==> config.mk <==
export PLATFORM = sky130hd
export DESIGN_NAME = cfg_reg_arbiter_flat
export DESIGN_NICKNAME = d
export VERILOG_FILES = /design/src/rtl/cfg_reg_arbiter_pkg.sv /design/src/rtl/cfg_reg_arbiter_if.sv /design/src/rtl/cfg_reg_arbiter_rr_arb2.sv /design/src/rtl/cfg_reg_arbiter.sv /design/src/flat_wrapper.sv
export SDC_FILE = /design/constraint.sdc
export NUM_CORES = 1
export LEC_CHECK = 0
export ABC_AREA = 1
export ABC_CLOCK_PERIOD_IN_PS = 2900
export BUFFER_PORTS_ARGS = -buffer_cell sky130_fd_sc_hd__buf_4
export CAP_MARGIN = 20
export CELL_PAD_IN_SITES_DETAIL_PLACEMENT = 1
export CELL_PAD_IN_SITES_GLOBAL_PLACEMENT = 1
export CORE_ASPECT_RATIO = 1.2
export CORE_MARGIN = 8
export CORE_UTILIZATION = 42
export CTS_BUF_LIST = sky130_fd_sc_hd__clkbuf_4
export DETAILED_ROUTE_END_ITERATION = 7
export PLACE_DENSITY_LB_ADDON = 0.15
export SYNTH_ARGS = -nofsm -noshare
export SYNTH_HDL_FRONTEND = slang
export SYNTH_SLANG_ARGS = --single-unit
==> constraint.sdc <==
create_clock -name clk -period 2.9 [get_ports clk]
set_clock_uncertainty 0.05 [all_clocks]
set_input_delay 0.145 -clock clk [delete_from_list [all_inputs] [get_ports clk]]
set_output_delay 0.145 -clock clk [all_outputs]
set_load 0.02 [all_outputs]
==> src/rtl/cfg_reg_arbiter_pkg.sv <==
// cfg_pkg: shared constants and types for the configuration register arbiter.
// Register map addresses, reset value and the arbiter FSM state encoding.
package cfg_pkg;

    localparam logic [6:0] ADDR_EN_OUT_LO = 7'h00;
    localparam logic [6:0] ADDR_EN_OUT_HI = 7'h01;
    localparam logic [6:0] ADDR_EN_PWM_LO = 7'h02;
    localparam logic [6:0] ADDR_EN_PWM_HI = 7'h03;
    localparam logic [6:0] ADDR_DUTY      = 7'h04;

    localparam logic [7:0] REG_RESET = 8'h00;

    typedef enum logic [1:0] {
        IDLE,
        GRANT0,
        GRANT1
    } arb_state_t;

endpackage

==> src/rtl/cfg_reg_arbiter_if.sv <==
// cfg_reg_arbiter_if: one register-write requester port (valid/addr/data in,
// ready/err pulse out). master = requester side, slave = arbiter side.
interface cfg_reg_arbiter_if #(
    parameter int ADDR_W = 7,
    parameter int DATA_W = 8
) ();
    logic              valid;
    logic [ADDR_W-1:0] addr;
    logic [DATA_W-1:0] data;
    logic              ready;
    logic              err;

    modport master (output valid, addr, data, input ready, err);
    modport slave  (input valid, addr, data, output ready, err);
endinterface

==> src/rtl/cfg_reg_arbiter_rr_arb2.sv <==
// rr_arb2: two-way round-robin pick. In: req[1:0], last_grant.
// Out: gnt_idx (winning port), gnt_valid (any request present).
module rr_arb2 (
    input  logic [1:0] req,
    input  logic       last_grant,
    output logic       gnt_idx,
    output logic       gnt_valid
);
    always_comb begin
        gnt_valid = |req;
        gnt_idx   = 1'b0;
        case (req)
            2'b01:   gnt_idx = 1'b0;
            2'b10:   gnt_idx = 1'b1;
            // contention: the port that did not win last time goes first
            2'b11:   gnt_idx = ~last_grant;
            default: gnt_idx = 1'b0;
        endcase
    end
endmodule

==> src/rtl/cfg_reg_arbiter.sv <==
// cfg_reg_arbiter: owns five config registers, round-robin write arbitration
// between req0 (SPI) and req1 (sequencer); duty is double-buffered until pwm_period_start.
module cfg_reg_arbiter
    import cfg_pkg::*;
#(
    parameter int ADDR_W = 7,
    parameter int DATA_W = 8
) (
    input  logic                 clk,
    input  logic                 rst_n,
    cfg_reg_arbiter_if.slave     req0,
    cfg_reg_arbiter_if.slave     req1,
    input  logic                 pwm_period_start,
    output logic [DATA_W-1:0]    en_reg_out_7_0,
    output logic [DATA_W-1:0]    en_reg_out_15_8,
    output logic [DATA_W-1:0]    en_reg_pwm_7_0,
    output logic [DATA_W-1:0]    en_reg_pwm_15_8,
    output logic [DATA_W-1:0]    pwm_duty_cycle,
    output logic                 duty_pending
);
    localparam logic [DATA_W-1:0] RST_V = DATA_W'(REG_RESET);

    arb_state_t        state_q, state_d;
    logic              last_grant_q, last_grant_d;
    logic [1:0]        rdy_q, rdy_d;
    logic [1:0]        err_q, err_d;
    logic [DATA_W-1:0] out_lo_q, out_lo_d;
    logic [DATA_W-1:0] out_hi_q, out_hi_d;
    logic [DATA_W-1:0] pwm_lo_q, pwm_lo_d;
    logic [DATA_W-1:0] pwm_hi_q, pwm_hi_d;
    logic [DATA_W-1:0] shadow_q, shadow_d;
    logic [DATA_W-1:0] duty_q, duty_d;
    logic              pend_q, pend_d;

    logic              gnt_idx;
    logic              gnt_valid;
    logic              wr_en;
    logic [ADDR_W-1:0] wr_addr;
    logic [DATA_W-1:0] wr_data;

    function automatic logic bad_addr(input logic [ADDR_W-1:0] a);
        return a > ADDR_W'(ADDR_DUTY);
    endfunction

    rr_arb2 u_rr (
        .req        ({req1.valid, req0.valid}),
        .last_grant (last_grant_q),
        .gnt_idx    (gnt_idx),
        .gnt_valid  (gnt_valid)
    );

    // ready/err are decided in IDLE and registered, so they pulse
    // during the GRANT cycle with no path from the inputs.
    always_comb begin
        state_d      = state_q;
        last_grant_d = last_grant_q;
        rdy_d        = 2'b00;
        err_d        = 2'b00;
        wr_en        = 1'b0;
        wr_addr      = req0.addr;
        wr_data      = req0.data;
        unique case (state_q)
            IDLE: begin
                if (gnt_valid) begin
                    if (gnt_idx) begin
                        state_d  = GRANT1;
                        rdy_d[1] = 1'b1;
                        err_d[1] = bad_addr(req1.addr);
                    end else begin
                        state_d  = GRANT0;
                        rdy_d[0] = 1'b1;
                        err_d[0] = bad_addr(req0.addr);
                    end
                end
            end
            GRANT0: begin
                state_d = IDLE;
                if (req0.valid) begin
                    wr_en        = 1'b1;
                    last_grant_d = 1'b0;
                end
            end
            GRANT1: begin
                state_d = IDLE;
                wr_addr = req1.addr;
                wr_data = req1.data;
                if (req1.valid) begin
                    wr_en        = 1'b1;
                    last_grant_d = 1'b1;
                end
            end
            default: state_d = IDLE;
        endcase
    end

    always_comb begin
        out_lo_d = out_lo_q;
        out_hi_d = out_hi_q;
        pwm_lo_d = pwm_lo_q;
        pwm_hi_d = pwm_hi_q;
        shadow_d = shadow_q;
        duty_d   = duty_q;
        pend_d   = pend_q;
        // commit takes the pre-edge shadow; a same-cycle duty write
        // below then re-arms pending with the new value
        if (pwm_period_start && pend_q) begin
            duty_d = shadow_q;
            pend_d = 1'b0;
        end
        if (wr_en) begin
            unique case (wr_addr)
                ADDR_W'(ADDR_EN_OUT_LO): out_lo_d = wr_data;
                ADDR_W'(ADDR_EN_OUT_HI): out_hi_d = wr_data;
                ADDR_W'(ADDR_EN_PWM_LO): pwm_lo_d = wr_data;
                ADDR_W'(ADDR_EN_PWM_HI): pwm_hi_d = wr_data;
                ADDR_W'(ADDR_DUTY): begin
                    shadow_d = wr_data;
                    pend_d   = 1'b1;
                end
                default: ;
            endcase
        end
    end

    always_ff @(posedge clk or negedge rst_n) begin
        if (!rst_n) begin
            state_q      <= IDLE;
            last_grant_q <= 1'b1;
            rdy_q        <= 2'b00;
            err_q        <= 2'b00;
            out_lo_q     <= RST_V;
            out_hi_q     <= RST_V;
            pwm_lo_q     <= RST_V;
            pwm_hi_q     <= RST_V;
            shadow_q     <= RST_V;
            duty_q       <= RST_V;
            pend_q       <= 1'b0;
        end else begin
            state_q      <= state_d;
            last_grant_q <= last_grant_d;
            rdy_q        <= rdy_d;
            err_q        <= err_d;
            out_lo_q     <= out_lo_d;
            out_hi_q     <= out_hi_d;
            pwm_lo_q     <= pwm_lo_d;
            pwm_hi_q     <= pwm_hi_d;
            shadow_q     <= shadow_d;
            duty_q       <= duty_d;
            pend_q       <= pend_d;
        end
    end

    assign req0.ready      = rdy_q[0];
    assign req0.err        = err_q[0];
    assign req1.ready      = rdy_q[1];
    assign req1.err        = err_q[1];
    assign en_reg_out_7_0  = out_lo_q;
    assign en_reg_out_15_8 = out_hi_q;
    assign en_reg_pwm_7_0  = pwm_lo_q;
    assign en_reg_pwm_15_8 = pwm_hi_q;
    assign pwm_duty_cycle  = duty_q;
    assign duty_pending    = pend_q;
endmodule
==> src/flat_wrapper.sv <==
// flat-port wrapper written by rule: the top's interface ports become plain ports
module cfg_reg_arbiter_flat import cfg_pkg::*;
#(
    parameter int ADDR_W = 7,
    parameter int DATA_W = 8
)
  (clk, rst_n, pwm_period_start, en_reg_out_7_0, en_reg_out_15_8, en_reg_pwm_7_0, en_reg_pwm_15_8, pwm_duty_cycle, duty_pending, req0_valid, req0_addr, req0_data, req0_ready, req0_err, req1_valid, req1_addr, req1_data, req1_ready, req1_err);
  cfg_reg_arbiter_if #(.ADDR_W(ADDR_W), .DATA_W(DATA_W)) req0_i ();
  cfg_reg_arbiter_if #(.ADDR_W(ADDR_W), .DATA_W(DATA_W)) req1_i ();
  input  logic clk;
  input  logic rst_n;
  input  logic pwm_period_start;
  output logic [DATA_W-1:0] en_reg_out_7_0;
  output logic [DATA_W-1:0] en_reg_out_15_8;
  output logic [DATA_W-1:0] en_reg_pwm_7_0;
  output logic [DATA_W-1:0] en_reg_pwm_15_8;
  output logic [DATA_W-1:0] pwm_duty_cycle;
  output logic duty_pending;
  input wire logic [$bits(req0_i.valid)-1:0] req0_valid;
  input wire logic [$bits(req0_i.addr)-1:0] req0_addr;
  input wire logic [$bits(req0_i.data)-1:0] req0_data;
  output wire logic [$bits(req0_i.ready)-1:0] req0_ready;
  output wire logic [$bits(req0_i.err)-1:0] req0_err;
  input wire logic [$bits(req1_i.valid)-1:0] req1_valid;
  input wire logic [$bits(req1_i.addr)-1:0] req1_addr;
  input wire logic [$bits(req1_i.data)-1:0] req1_data;
  output wire logic [$bits(req1_i.ready)-1:0] req1_ready;
  output wire logic [$bits(req1_i.err)-1:0] req1_err;
  assign req0_i.valid = req0_valid;
  assign req0_i.addr = req0_addr;
  assign req0_i.data = req0_data;
  assign req0_ready = req0_i.ready;
  assign req0_err = req0_i.err;
  assign req1_i.valid = req1_valid;
  assign req1_i.addr = req1_addr;
  assign req1_i.data = req1_data;
  assign req1_ready = req1_i.ready;
  assign req1_err = req1_i.err;
  cfg_reg_arbiter #(.ADDR_W(ADDR_W), .DATA_W(DATA_W)) u_core (.clk(clk), .rst_n(rst_n), .req0(req0_i), .req1(req1_i), .pwm_period_start(pwm_period_start), .en_reg_out_7_0(en_reg_out_7_0), .en_reg_out_15_8(en_reg_out_15_8), .en_reg_pwm_7_0(en_reg_pwm_7_0), .en_reg_pwm_15_8(en_reg_pwm_15_8), .pwm_duty_cycle(pwm_duty_cycle), .duty_pending(duty_pending));
endmodule
# [Word level (Yosys, flattened, before mapping)]
# Cells that the tools add are included.
[word_totals] reg_bits=56 input_bits=35
[classes] n_bitwise=1 mux=23 magnitude_cmp=2 n_eq_ne=11 n_reduce_logical=11
[ops] cell="$eq 7x2->1 const B" count=2
[ops] cell="$gt 7x3->1 const B" count=2
[ops] cell="$mux 2" count=7
[ops] cell="$mux 1" count=11
[ops] cell="$reduce_and 2->1" count=5
[ops] cell="$mux 8" count=1
[ops] cell="$eq 7x1->1 const B" count=1
[ops] cell="$eq 7x3->1 const B" count=1
[ops] cell="$logic_not 7->1" count=1
[ops] cell="$mux 7" count=1
[ops] cell="$eq 2x2->1 const B" count=3
[ops] cell="$pmux 1 s2" count=3
[ops] cell="$ne 2x2->1 const B" count=2
[ops] cell="$reduce_and 3->1" count=1
[ops] cell="$eq 2x1->1 const B" count=1
[ops] cell="$logic_not 2->1" count=1
[ops] cell="$ne 2x1->1 const B" count=1
[ops] cell="$reduce_bool 2->1" count=1
[ops] cell="$reduce_or 2->1" count=1
[ops] cell="$logic_and 1x1->1" count=1
[ops] cell="$not 1->1" count=1

# [Depth between registers and ports, before layout]
# Gate-level depths: netlist of the first run.
[depth] word_depth=5 depth_mapped=10

# [Hierarchy]
# From an unflattened synthesis of the first run, not the netlist that was laid out.
[hier_totals] hier_cells=296 area_unflattened_um2=2620.0
[by_module_without_submodules] module="cfg_reg_arbiter" area_per_inst_um2=2605.0 cells_per_inst=293 n_inst=1
[by_module_without_submodules] module="rr_arb2" area_per_inst_um2=15.0 cells_per_inst=3 n_inst=1

# [Worst setup path before layout of the first run]
# OpenSTA, ideal clock, no wires.
[synth_timing] kind="reg-to-reg" start="register u_core.state_q[0]" end="register u_core.shadow_q[0]" slack_ns=1.087 required_time_ns=2.733 stages_incl_launch_ff=10 setup_ns=0.117 arrival_ns=1.646 period_less_slack_ns=1.813 cell_sequence="dfrtp_1 inv_1 ha_1 buf_2 nand2_1 nand2_1 a21oi_4 nand3_4 nand2_1 nand2_1"
[synth_via] elab_chain_cells=4 word_cells_on_any_way=7
[synth_lines] element="from (decl)" line="cfg_reg_arbiter.sv:23" source="arb_state_t state_q, state_d;"
[synth_lines] element="from (signal assigned)" line="cfg_reg_arbiter.sv:139" source="state_q <= state_d;"
[synth_lines] element="$eq 2x2->1" line="cfg_reg_arbiter.sv:62" source="unique case (state_q)"
[synth_lines] element="$mux 7" line="cfg_reg_arbiter.sv:62"
[synth_lines] element="$eq 7x3->1" line="cfg_reg_arbiter.sv:111" source="unique case (wr_addr)"
[synth_lines] element="$reduce_and 2->1 (no line)"
[synth_lines] element="to (signal assigned)" line="cfg_reg_arbiter.sv:147" source="shadow_q <= shadow_d;"
[synth_lines] element="to (decl)" line="cfg_reg_arbiter.sv:31" source="logic [DATA_W-1:0] shadow_q, shadow_d;"
# Parallel ways exist; a longest one is shown, timed or not.
# A chain may end at the register's enable or synchronous reset.

# [Worst setup path after layout of the first run]
[layout_timing] start="register u_core.state_q[0]" end="register u_core.shadow_q[7]"
# The elaborated chain is that of the path after synthesis.

==> key figures, run 1 <==
Cells and area
  • Filler Cell Count: 778
  • Layout cells sized above 1: 29.1%
  • Number of diodes: 0
  • P&R area growth vs syn: 29.3%
  • Fin nets: 420
  • Non-filler cells, final: 467

Run
  • Max-Cap Viols: 0

Setup path
  • Worst r2r src: u_core.state_q[0]
  • CP Max Fanout: 16
  • Critical Path Slowest Stage Cell: nor2_1
  • Max incr delay on CP: 560 ps
  • Crit start category: flop
  • FF-to-FF setup slack: 440 ps
  • Crit-path leading delay family: simple AND/OR/NAND/NOR gates
  • Worst path cell trace: inv_1, ha_1, inv_2, nand2_1, nand2_1, nand2_1, nor2_1, nand3_4, nand2_1, nand2_1
  • Worst Setup SP: u_core.state_q[0]
  • Most used cell, CP: nand2_1
  • R2R Path End: u_core.shadow_q[7]
  • CP bufs+invs: 2
  • Critical path endpoint category: flop
  • Required time of the critical path: 3140 ps
  • Classification of the worst setup path: reg2reg
  • Critical path arrival: 2700 ps
  • Cells on worst reg2reg path: 10

Min path
  • Endpoint, Worst Hold: u_core.err_q[1]
  • HP Class: in2reg
  • Hold Path Stages: 3
  • Hold path startpoint: req1_addr[6]

Timing
  • Setup TNS: 0 ps
  • Slew HR: 50.9%
  • Worst-margin pin slew: 734 ps
  • Count of final setup violators: 0
  • Fin crit period: 2460 ps
  • Fin crit share: 84.7%
  • Final hold violations: 0
  • Max-slew violations: 0
  • RSZ-0062 raised after global routing: false
  • Fmax: 407 MHz

CTS
  • Post-CTS sizing: 0
  • H-tree depth: 2
  • Clock root cell: clkbuf_4
  • CTS tree: yes
  • # hold bufs at CTS: 4
  • CTS buffer count: 5
  • Worst-path clk slew: 170 ps
  • Post-CTS Setup Bufs: 0
  • Worst-skew pair later-pin latency: 380 ps
  • Clock Path Buffers: 2
  • Clock Sinks: 56

Routing
  • Post-route DRC: 0
  • First-pass iteration count of the detailed router: 4
  • Antenna-violating nets left: 0
  • Drt wl/cell: 16.2 um
  • Vias post-DR: 2358
  • Vias/cell: 5.05
  • DRT iter0 DRCs: 66
  • Final wirelength: 7550 um

Placement
  • Port bufs: 79
  • DP Cell Count: 455
  • GPL Wtd Cong: 0.831
  • Hpwl dp: 5820 um

Synthesis
  • Warnings from Yosys: 0
  • Top-count cell post-synth: nand2_1
  • Ys flop type: dfrtp_1
  • Mapped Cells: 297
  • Synthesized area per cell: 8.99 um2
  • Synth cell count leaders: nand2_1 (130), dfrtp_1 (55), nand4_1 (40), inv_1 (15), o21ai_0 (10)
  • Post-synthesis sequential area ratio: 52.6%
  • Post-synth EDFFs: 0
  • Ys async rst share: 100%
  • Syn_nets: 336
  • Area share of the largest cell type after synthesis: 51.6%
  • Area contributors post-synth: dfrtp_1 (52%), nand2_1 (18%), nand4_1 (9.4%)
  • Mapped cell area: 0.00267 mm2
  • Cell taking the most area after synthesis: dfrtp_1
  • Synth Register Bits: 56
  • Distinct cells, synth: 26

Floorplanning
  • Die width: 88.8 um
  • Die ar.: 0.00917 mm2
  • Die height: 103 um
  • Core region area: 0.00629 mm2
  • Num rows: 32
  • Initial Utilization: 42.5%
  • IO Count: 80

Power and ir drop
  • Power per cell area: 642 mW/mm2
  • Max rail drop VDD: 0.000286 V
  • Leak Pwr: 1.91 nW

Global route
  • Total grt overflow: 0
  • GRT Util Overall: 17.5%
  • Vias in the first global route: 2523
  • Initial antenna violation count: 0
  • First-pass GRT wire length: 12500 um
  • Largest net degree at the start of global routing: 57

Status
  • Status: finished, final reports clean
==> worst max-delay path by stage <==
stage                         endpoint  slack, ps  cells past startpoint
CTS                 u_core.shadow_q[7]        420                     10
detailed placement  u_core.shadow_q[7]        450                     10
global placement    u_core.shadow_q[1]        580                     10
floorplan           u_core.shadow_q[0]       1090                      9
finish              u_core.shadow_q[7]        440                     10
global route        u_core.shadow_q[7]        210                     10
==> layout by cell type (no fill, tap or decap), drive strengths merged <==
cell         netlist  layout
o21ai             11      11
a31oi              1       1
mux2               8       8
nand4             40      40
a21oi              3       3
ha                 4       4
nor3               1       1
nor4               1       1
nand2            130     130
clkinv             0       1
nand3b             1       1
dlygate4sd3        0       4
o21a               1       1
nor2               8       8
nand3              6       6
clkinvlp           0       1
dfrtp             55      55
dfstp              1       1
clkbuf             1       5
inv               16      17
buf                9      83
==> worst register-to-register path: cells and delay by family, from the launching register on <==
kind	cells	cell delay, ps
simple gates	7	1190
buf+inv	2	350
flops	1	380
fa+ha+maj	1	390
==> sequential cells by signal (all words and copies together), names as in the netlist <==
register                flops
u_core.pwm_duty_cycle       8
u_core.duty_pending         1
u_core.last_grant_q         1
u_core.state_q              2
u_core.rdy_q                2
u_core.en_reg_pwm_15_8      8
u_core.en_reg_out_15_8      8
u_core.err_q                2
u_core.en_reg_out_7_0       8
u_core.shadow_q             8
u_core.en_reg_pwm_7_0       8
==> final cells by class <==
type	count	area (um2)	area share (%)
well taps	85	106	3.08
repair buffers	87	688	19.9
clock buffers	5	37.5	1.09
multi-input cells	215	1130	32.7
inverters	16	60.1	1.74
clock inverters	3	27.5	0.797
flip-flops and latches	56	1400	40.6
==> kinds of logic (layout without fill, tap and decap cells) <==
family          count (synthesis)  in the layout  share of synthesized area (%)
simple gates                  187            187                           33.5
compound gates                 16             16                           3.56
buf+inv                        26            111                           5.11
fa+ha+maj                       4              4                           1.88
flops                          56             56                           52.6
mux                             8              8                           3.38
==> per-stage QoR <==
step	cell area (um2)	utilization (%)	power [mW]	setup slack [ps]	hold WS (ps)
final	3450	54.9	2.21	445	7.13
after global routing	3450	54.9	2.36	206	17.7
after CTS	3450	54.9	2.24	418	2.52
after detailed placement	3350	53.2	1.86	452	189
after global placement	3350	53.2	1.83	575	188
after floorplan	2670	-	1.52	1090	-201
==> power by group <==
group	switching [mW]	internal (mW)
clock network	0.266	0.103
logic	0.611	0.289
registers	0.0567	0.889
==> layer usage <==
layer	wire length (um)	vias up	track usage [%]	part of all wire [%]
met4	46	0	3.91	0.61
met2	3950	53	31.1	52
li1	-	1160	-	-
met3	303	4	2.85	4.0
met1	3260	1141	21.4	43
met5	0	-	0	0
Power figures use the tool's default switching activity.
==> inputs of run 2 (changes only) <==
ABC_CLOCK_PERIOD_IN_PS = 2100   (was 2900)
CORE_UTILIZATION = 35   (was 42)
clock period = 2.1 ns   (was 2.9 ns; I/O delays follow)
==> key figures, run 2 (same netlist as run 1, synthesis figures left out) <==
Power and ir drop
  • Internal power: 1.96 mW
  • Switching Fraction: 40.4%
  • Comb pwr share: 41.7%
  • Max rail drop VDD: 0.000449 V
  • Switching power: 1.33 mW
  • Seq pwr share: 39.8%
  • Power per cell area: 916 mW/mm2
  • Clock share of power: 18.5%
  • Leak Pwr: 1.99 nW

Floorplanning
  • Initial Utilization: 35.4%
  • Die width: 95.7 um
  • Core region area: 0.00753 mm2
  • Num rows: 35
  • Die ar.: 0.0107 mm2
  • IO Count: 80
  • Die height: 112 um

Timing
  • RSZ-0062 raised after global routing: false
  • Fmax: 517 MHz
  • Setup TNS: 0 ps
  • Count of final setup violators: 0
  • Max-slew violations: 0
  • Final hold violations: 0
  • Final worst setup slack: 166 ps
  • Worst-margin pin slew: 722 ps
  • Slew HR: 51.9%
  • Fin crit share: 92.1%
  • Fin crit period: 1930 ps

Routing
  • Vias post-DR: 2399
  • DRT iter0 DRCs: 80
  • Final wirelength: 8210 um
  • Antenna-violating nets left: 0
  • First-pass iteration count of the detailed router: 4
  • Vias/cell: 4.96
  • Drt wl/cell: 17.0 um
  • Post-route DRC: 0

CTS
  • Clock Path Buffers: 2
  • CTS tree: yes
  • Worst-path clk slew: 170 ps
  • Clock root cell: clkbuf_4
  • Worst-skew pair later-pin latency: 380 ps
  • H-tree depth: 2
  • Clock Sinks: 56
  • CTS buffer count: 5

Min path
  • HP Class: in2reg
  • Hold path startpoint: req1_data[7]
  • Hold Path Stages: 5
  • Endpoint, Worst Hold: u_core.shadow_q[7]

Cells and area
  • Commonest non-fill, non-tap cell in the layout: nand2_1
  • Number of diodes: 0
  • Fin nets: 430
  • Layout cells sized above 1: 30.1%
  • Most frequent cells in the layout: nand2_1 (130), buf_4 (85), dfrtp_1 (55)
  • P&R area growth vs syn: 34.6%

Setup path
  • FF-to-FF setup slack: 170 ps
  • Crit start category: flop
  • Critical path arrival: 2180 ps
  • R2R Path End: u_core.shadow_q[6]
  • CP Max Fanout: 45
  • Classification of the worst setup path: reg2reg
  • Cells on worst reg2reg path: 10
  • Worst r2r src: u_core.state_q[0]
  • Required time of the critical path: 2350 ps
  • Critical path endpoint category: flop

Global route
  • Initial antenna violation count: 0
  • Total grt overflow: 0
  • Vias in the first global route: 2577
  • Largest net degree at the start of global routing: 57
  • GRT Util Overall: 16.0%
  • First-pass GRT wire length: 13500 um

Placement
  • Pre-CTS setup slack: 72.6 ps
  • Hpwl dp: 6280 um
  • GPL Wtd Cong: 0.826
  • Port bufs: 79

Status
  • Status: finished, final reports clean

Run
  • Max-Cap Viols: 0
-- run 2: cell count changes in the layout (fill, tap and decap cells not counted), sizes merged --
cell,delta
buf,+5
dlygate4sd3,+4
bufinv,+1
clkinv,+1
clkinvlp,-1
dlymetal6s4s,+1
inv,-1
-- run 2: how the worst max path moves through the flow --
| stage | startpoint | endpoint | slack [ps] | cells past startpoint |
|---|---|---|---|---|
| floorplan | u_core.state_q[0] | u_core.shadow_q[0] | 290 | 9 |
| global placement | u_core.state_q[0] | u_core.en_reg_pwm_7_0[0] | 180 | 10 |
| detailed placement | u_core.state_q[0] | u_core.shadow_q[6] | 70 | 10 |
| CTS | req0_valid | u_core.err_q[0] | 40 | 8 |
| global route | u_core.state_q[0] | u_core.shadow_q[6] | 6 | 10 |
| finish | u_core.state_q[0] | u_core.shadow_q[6] | 170 | 10 |
-- run 2: power by group through the flow --
stage | Sequential (mW) | Combinational (mW) | Clock [mW]
after floorplan | 1.44 | 0.666 | 0
after global placement | 1.33 | 1.30 | 0
after detailed placement | 1.33 | 1.34 | 0
after CTS | 1.31 | 1.38 | 0.639
after global routing | 1.33 | 1.51 | 0.662
final | 1.31 | 1.37 | 0.609
-- run 2: critical path: stages (launching register included) --
cell and delay, ps:
dfrtp_1 420, inv_1 120, ha_2 280, inv_2 110, nand2_1 80, nand2_1 80
a21oi_4 140, buf_12 230, nand3_4 150, nand2_1 110, nand2_1 60
-- run 2: per-stage QoR --
step	util (%)	power, mW	instance area [um2]	instances	hold WS [ps]
floorplan	-	2.10	2670	297	-241
finish	47.7	3.29	3590	484	208
CTS	47.5	3.33	3580	484	186
detailed placement	45.2	2.68	3410	467	171
global route	47.7	3.50	3590	484	214
global placement	45.2	2.63	3410	467	162
-- run 2: final cells by class --
type	count	area [um2]
Multi-Input combinational cell	215	1140
Inverter	16	60.1
Clock inverter	3	47.5
Tap cell	92	115
Timing Repair Buffer	97	791
Sequential cell	56	1400
Fill cell	894	3940
Clock buffer	5	37.5
-- run 2: layer usage --
| metal | GRT usage [%] | share of wire [%] | vias to the layer above |
|---|---|---|---|
| li1 | - | - | 1183 |
| met1 | 19.4 | 41 | 1149 |
| met2 | 27.2 | 52 | 63 |
| met3 | 4.10 | 6.1 | 4 |
| met4 | 3.39 | 0.66 | 0 |
| met5 | 0 | 0 | - |
-- run 2: repair_timing --
action                     4_1_cts  5_1_grt
setup endpoints to repair        0       42
hold endpoints to repair        60        0
resized for setup                0        3
buffers inserted                 0        0
hold buffers                     9        0
==> inputs of run 3 (changes only) <==
ABC_AREA = not set   (was 1)
CORE_UTILIZATION = 38   (was 35)
MAX_ROUTING_LAYER = met4   (was not set)
==> key figures, run 3 <==
Timing
  • Fin crit share: 103%
  • Final worst setup slack: -69.9 ps
  • Slew HR: 53.3%
  • Final hold violations: 0
  • Fin crit period: 2170 ps
  • Final hold slack: 63.1 ps
  • RSZ-0062 raised after global routing: true
  • Max-slew violations: 0
  • Fmax: 461 MHz
  • Worst-margin pin slew: 701 ps
  • Count of final setup violators: 34

CTS
  • CTS buffer count: 5
  • Clock Path Buffers: 2
  • H-tree depth: 2
  • Clock Sinks: 56
  • CTS tree: yes
  • Worst-skew pair later-pin latency: 360 ps
  • Clock root cell: clkbuf_4
  • Worst-path clk slew: 160 ps

Routing
  • Final wirelength: 6850 um
  • Drt wl/cell: 18.6 um
  • Post-route DRC: 0
  • Vias/cell: 4.87
  • Vias post-DR: 1796
  • First-pass iteration count of the detailed router: 4
  • Antenna-violating nets left: 0
  • DRT iter0 DRCs: 34

Floorplanning
  • Die width: 89.6 um
  • Num rows: 32
  • Initial Utilization: 38.8%
  • Die height: 104 um
  • IO Count: 80
  • Core region area: 0.00637 mm2
  • Die ar.: 0.00934 mm2

Global route
  • Vias in the first global route: 2080
  • Total grt overflow: 0
  • Initial antenna violation count: 0
  • First-pass GRT wire length: 11000 um
  • GRT Util Overall: 15.9%
  • Largest net degree at the start of global routing: 57

Setup path
  • Classification of the worst setup path: reg2reg
  • Required time of the critical path: 2320 ps
  • Worst r2r src: u_core.state_q[0]
  • CP Max Fanout: 5
  • Worst Setup SP: u_core.state_q[0]
  • Crit start category: flop
  • Critical path endpoint category: flop
  • Critical path arrival: 2390 ps

Synthesis
  • Mapped cell area: 0.00247 mm2
  • Simple-Gate Fraction of Synth Area: 7.96%
  • Post-synthesis sequential area ratio: 56.8%
  • Largest family of logic cells by synthesized area: multiplexers
  • Post-synthesis mux area share: 26.9%
  • Adder-Cell Fraction of Synth Area: 2.03%
  • Mapped Cells: 167
  • Xor/xnor share of the synthesized area: 0%
  • Ys flop type: dfrtp_1
  • Post-synth EDFFs: 0
  • Area contributors post-synth: dfrtp_1 (56%), mux2_2 (25%), ha_1 (2.0%)
  • Synth cell count leaders: dfrtp_1 (55), mux2_2 (54), nor2_1 (5), o21ai_0 (5)
  • Area share of the largest cell type after synthesis: 55.8%
  • Syn_nets: 206
  • Top-count cell post-synth: dfrtp_1
  • Complex-gate fraction of the synthesized area: 5.17%
  • Synth Register Bits: 56
  • Synthesized area per cell: 14.8 um2
  • Ys async rst share: 100%
  • Distinct cells, synth: 32
  • Cell taking the most area after synthesis: dfrtp_1
  • Warnings from Yosys: 0

Power and ir drop
  • Power per cell area: 923 mW/mm2
  • Leak Pwr: 1.85 nW
  • Switching power: 1.16 mW
  • Max rail drop VDD: 0.000380 V
  • Seq pwr share: 42.4%
  • Comb pwr share: 43.3%
  • Internal power: 2.17 mW
  • Switching Fraction: 34.9%
  • Clock share of power: 14.3%

Status
  • Status: finished, violations left
  • Violations in the final reports: negative setup slack

Placement
  • GPL Wtd Cong: 0.755
  • Cell Area, Placed: 0.00331 mm2
  • Hpwl dp: 5030 um
  • Port bufs: 79
  • Pre-CTS setup slack: -126 ps

Min path
  • Hold path startpoint: req1_valid
  • HP Class: in2reg

Cells and area
  • Number of diodes: 0
  • P&R area growth vs syn: 46.1%
  • Commonest non-fill, non-tap cell in the layout: buf_4
  • Layout cells sized above 1: 63.7%
  • Most frequent cells in the layout: buf_4 (99), dfrtp_1 (55), mux2_2 (39)
  • Cell area after layout: 0.00361 mm2
  • Fin nets: 322

Run
  • Max-Cap Viols: 0
[run 3: changes by cell type after synthesis, sizes merged, moves of 4 or more]
cell   change
nand3      -4
nand4     -40
o21ai      -5
inv       -12
buf        -8
nand2    -126
mux2      +48
[run 3: worst max-delay path, stage by stage, from the launching register on]
cell and delay (ps):
dfrtp_1 420, inv_2 80, ha_1 240, buf_4 170, mux2i_1 130, buf_4 150
nor4_4 300, buf_4 220, mux2_4 310
[run 3: cell type report]
class / instances / area (um2)
Sequential cell: 56 / 1400
Clock inverter: 2 / 11.3
Multi-Input combinational cell: 105 / 1150
Clock buffer: 6 / 45.0
Fill cell: 651 / 2760
Tap cell: 85 / 106
Inverter: 4 / 15.0
Timing Repair Buffer: 111 / 876
[run 3: power groups by stage]
| stage | registers [mW] | logic, mW | clock network, mW |
|---|---|---|---|
| after CTS | 1.42 | 1.41 | 0.495 |
| final | 1.41 | 1.44 | 0.474 |
| after global placement | 1.43 | 1.26 | 0 |
| after global routing | 1.44 | 1.55 | 0.532 |
| after detailed placement | 1.43 | 1.29 | 0 |
| after floorplan | 1.61 | 0.551 | 0 |
[run 3: what timing repair did]
item | 4_1_cts | 5_1_grt
buffers inserted | 2 | 4
hold endpoints to repair | 59 | 0
cloned | 0 | 0
endpoints found under the setup margin | 40 | 40
resized for setup | 17 | 6
hold buffers | 9 | 0
pin swaps | 4 | 2
[run 3: per-layer routing]
metal,GRT usage (%),routed length (um)
met5,-,0
met2,26.6,3560
met3,3.32,346
met1,18.4,2850
met4,4.53,93
[run 3: stage by stage]
step	total power [mW]	instances	util [%]	TNS, ps
6_report	3.33	369	56.6	-1030
5_1_grt	3.52	369	56.6	-5140
4_1_cts	3.32	365	55.6	-1460
3_5_place_dp	2.72	346	52.0	-1770
3_3_place_gp	2.69	346	52.0	-498
2_1_floorplan	2.16	167	-	-793
[run 3: logic make-up (layout without fill, tap and decap cells)]
| logic type | Yosys count | after routing |
|---|---|---|
| buffers and inverters | 6 | 123 |
| multiplexers | 59 | 59 |
| AO/OA/AOI/OAI | 17 | 17 |
| flip-flops | 56 | 56 |
| AND/OR/NAND/NOR | 25 | 25 |
| adder cells (fa/ha/maj) | 4 | 4 |
[run 3: worst paths after layout]
| check | to | slack (ps) | cells after the start |
|---|---|---|---|
| max | u_core.en_reg_pwm_15_8[0] | -70 | 8 |
| min | u_core.state_q[0] | 60 | 3 |
| max reg2reg | u_core.en_reg_pwm_15_8[0] | -70 | 8 |
| min reg2reg | u_core.shadow_q[4] | 450 | 1 |
| max in group asynchronous | u_core.en_reg_out_15_8[0] | 1280 | 2 |
| min in group asynchronous | u_core.en_reg_pwm_7_0[0] | 260 | 2 |
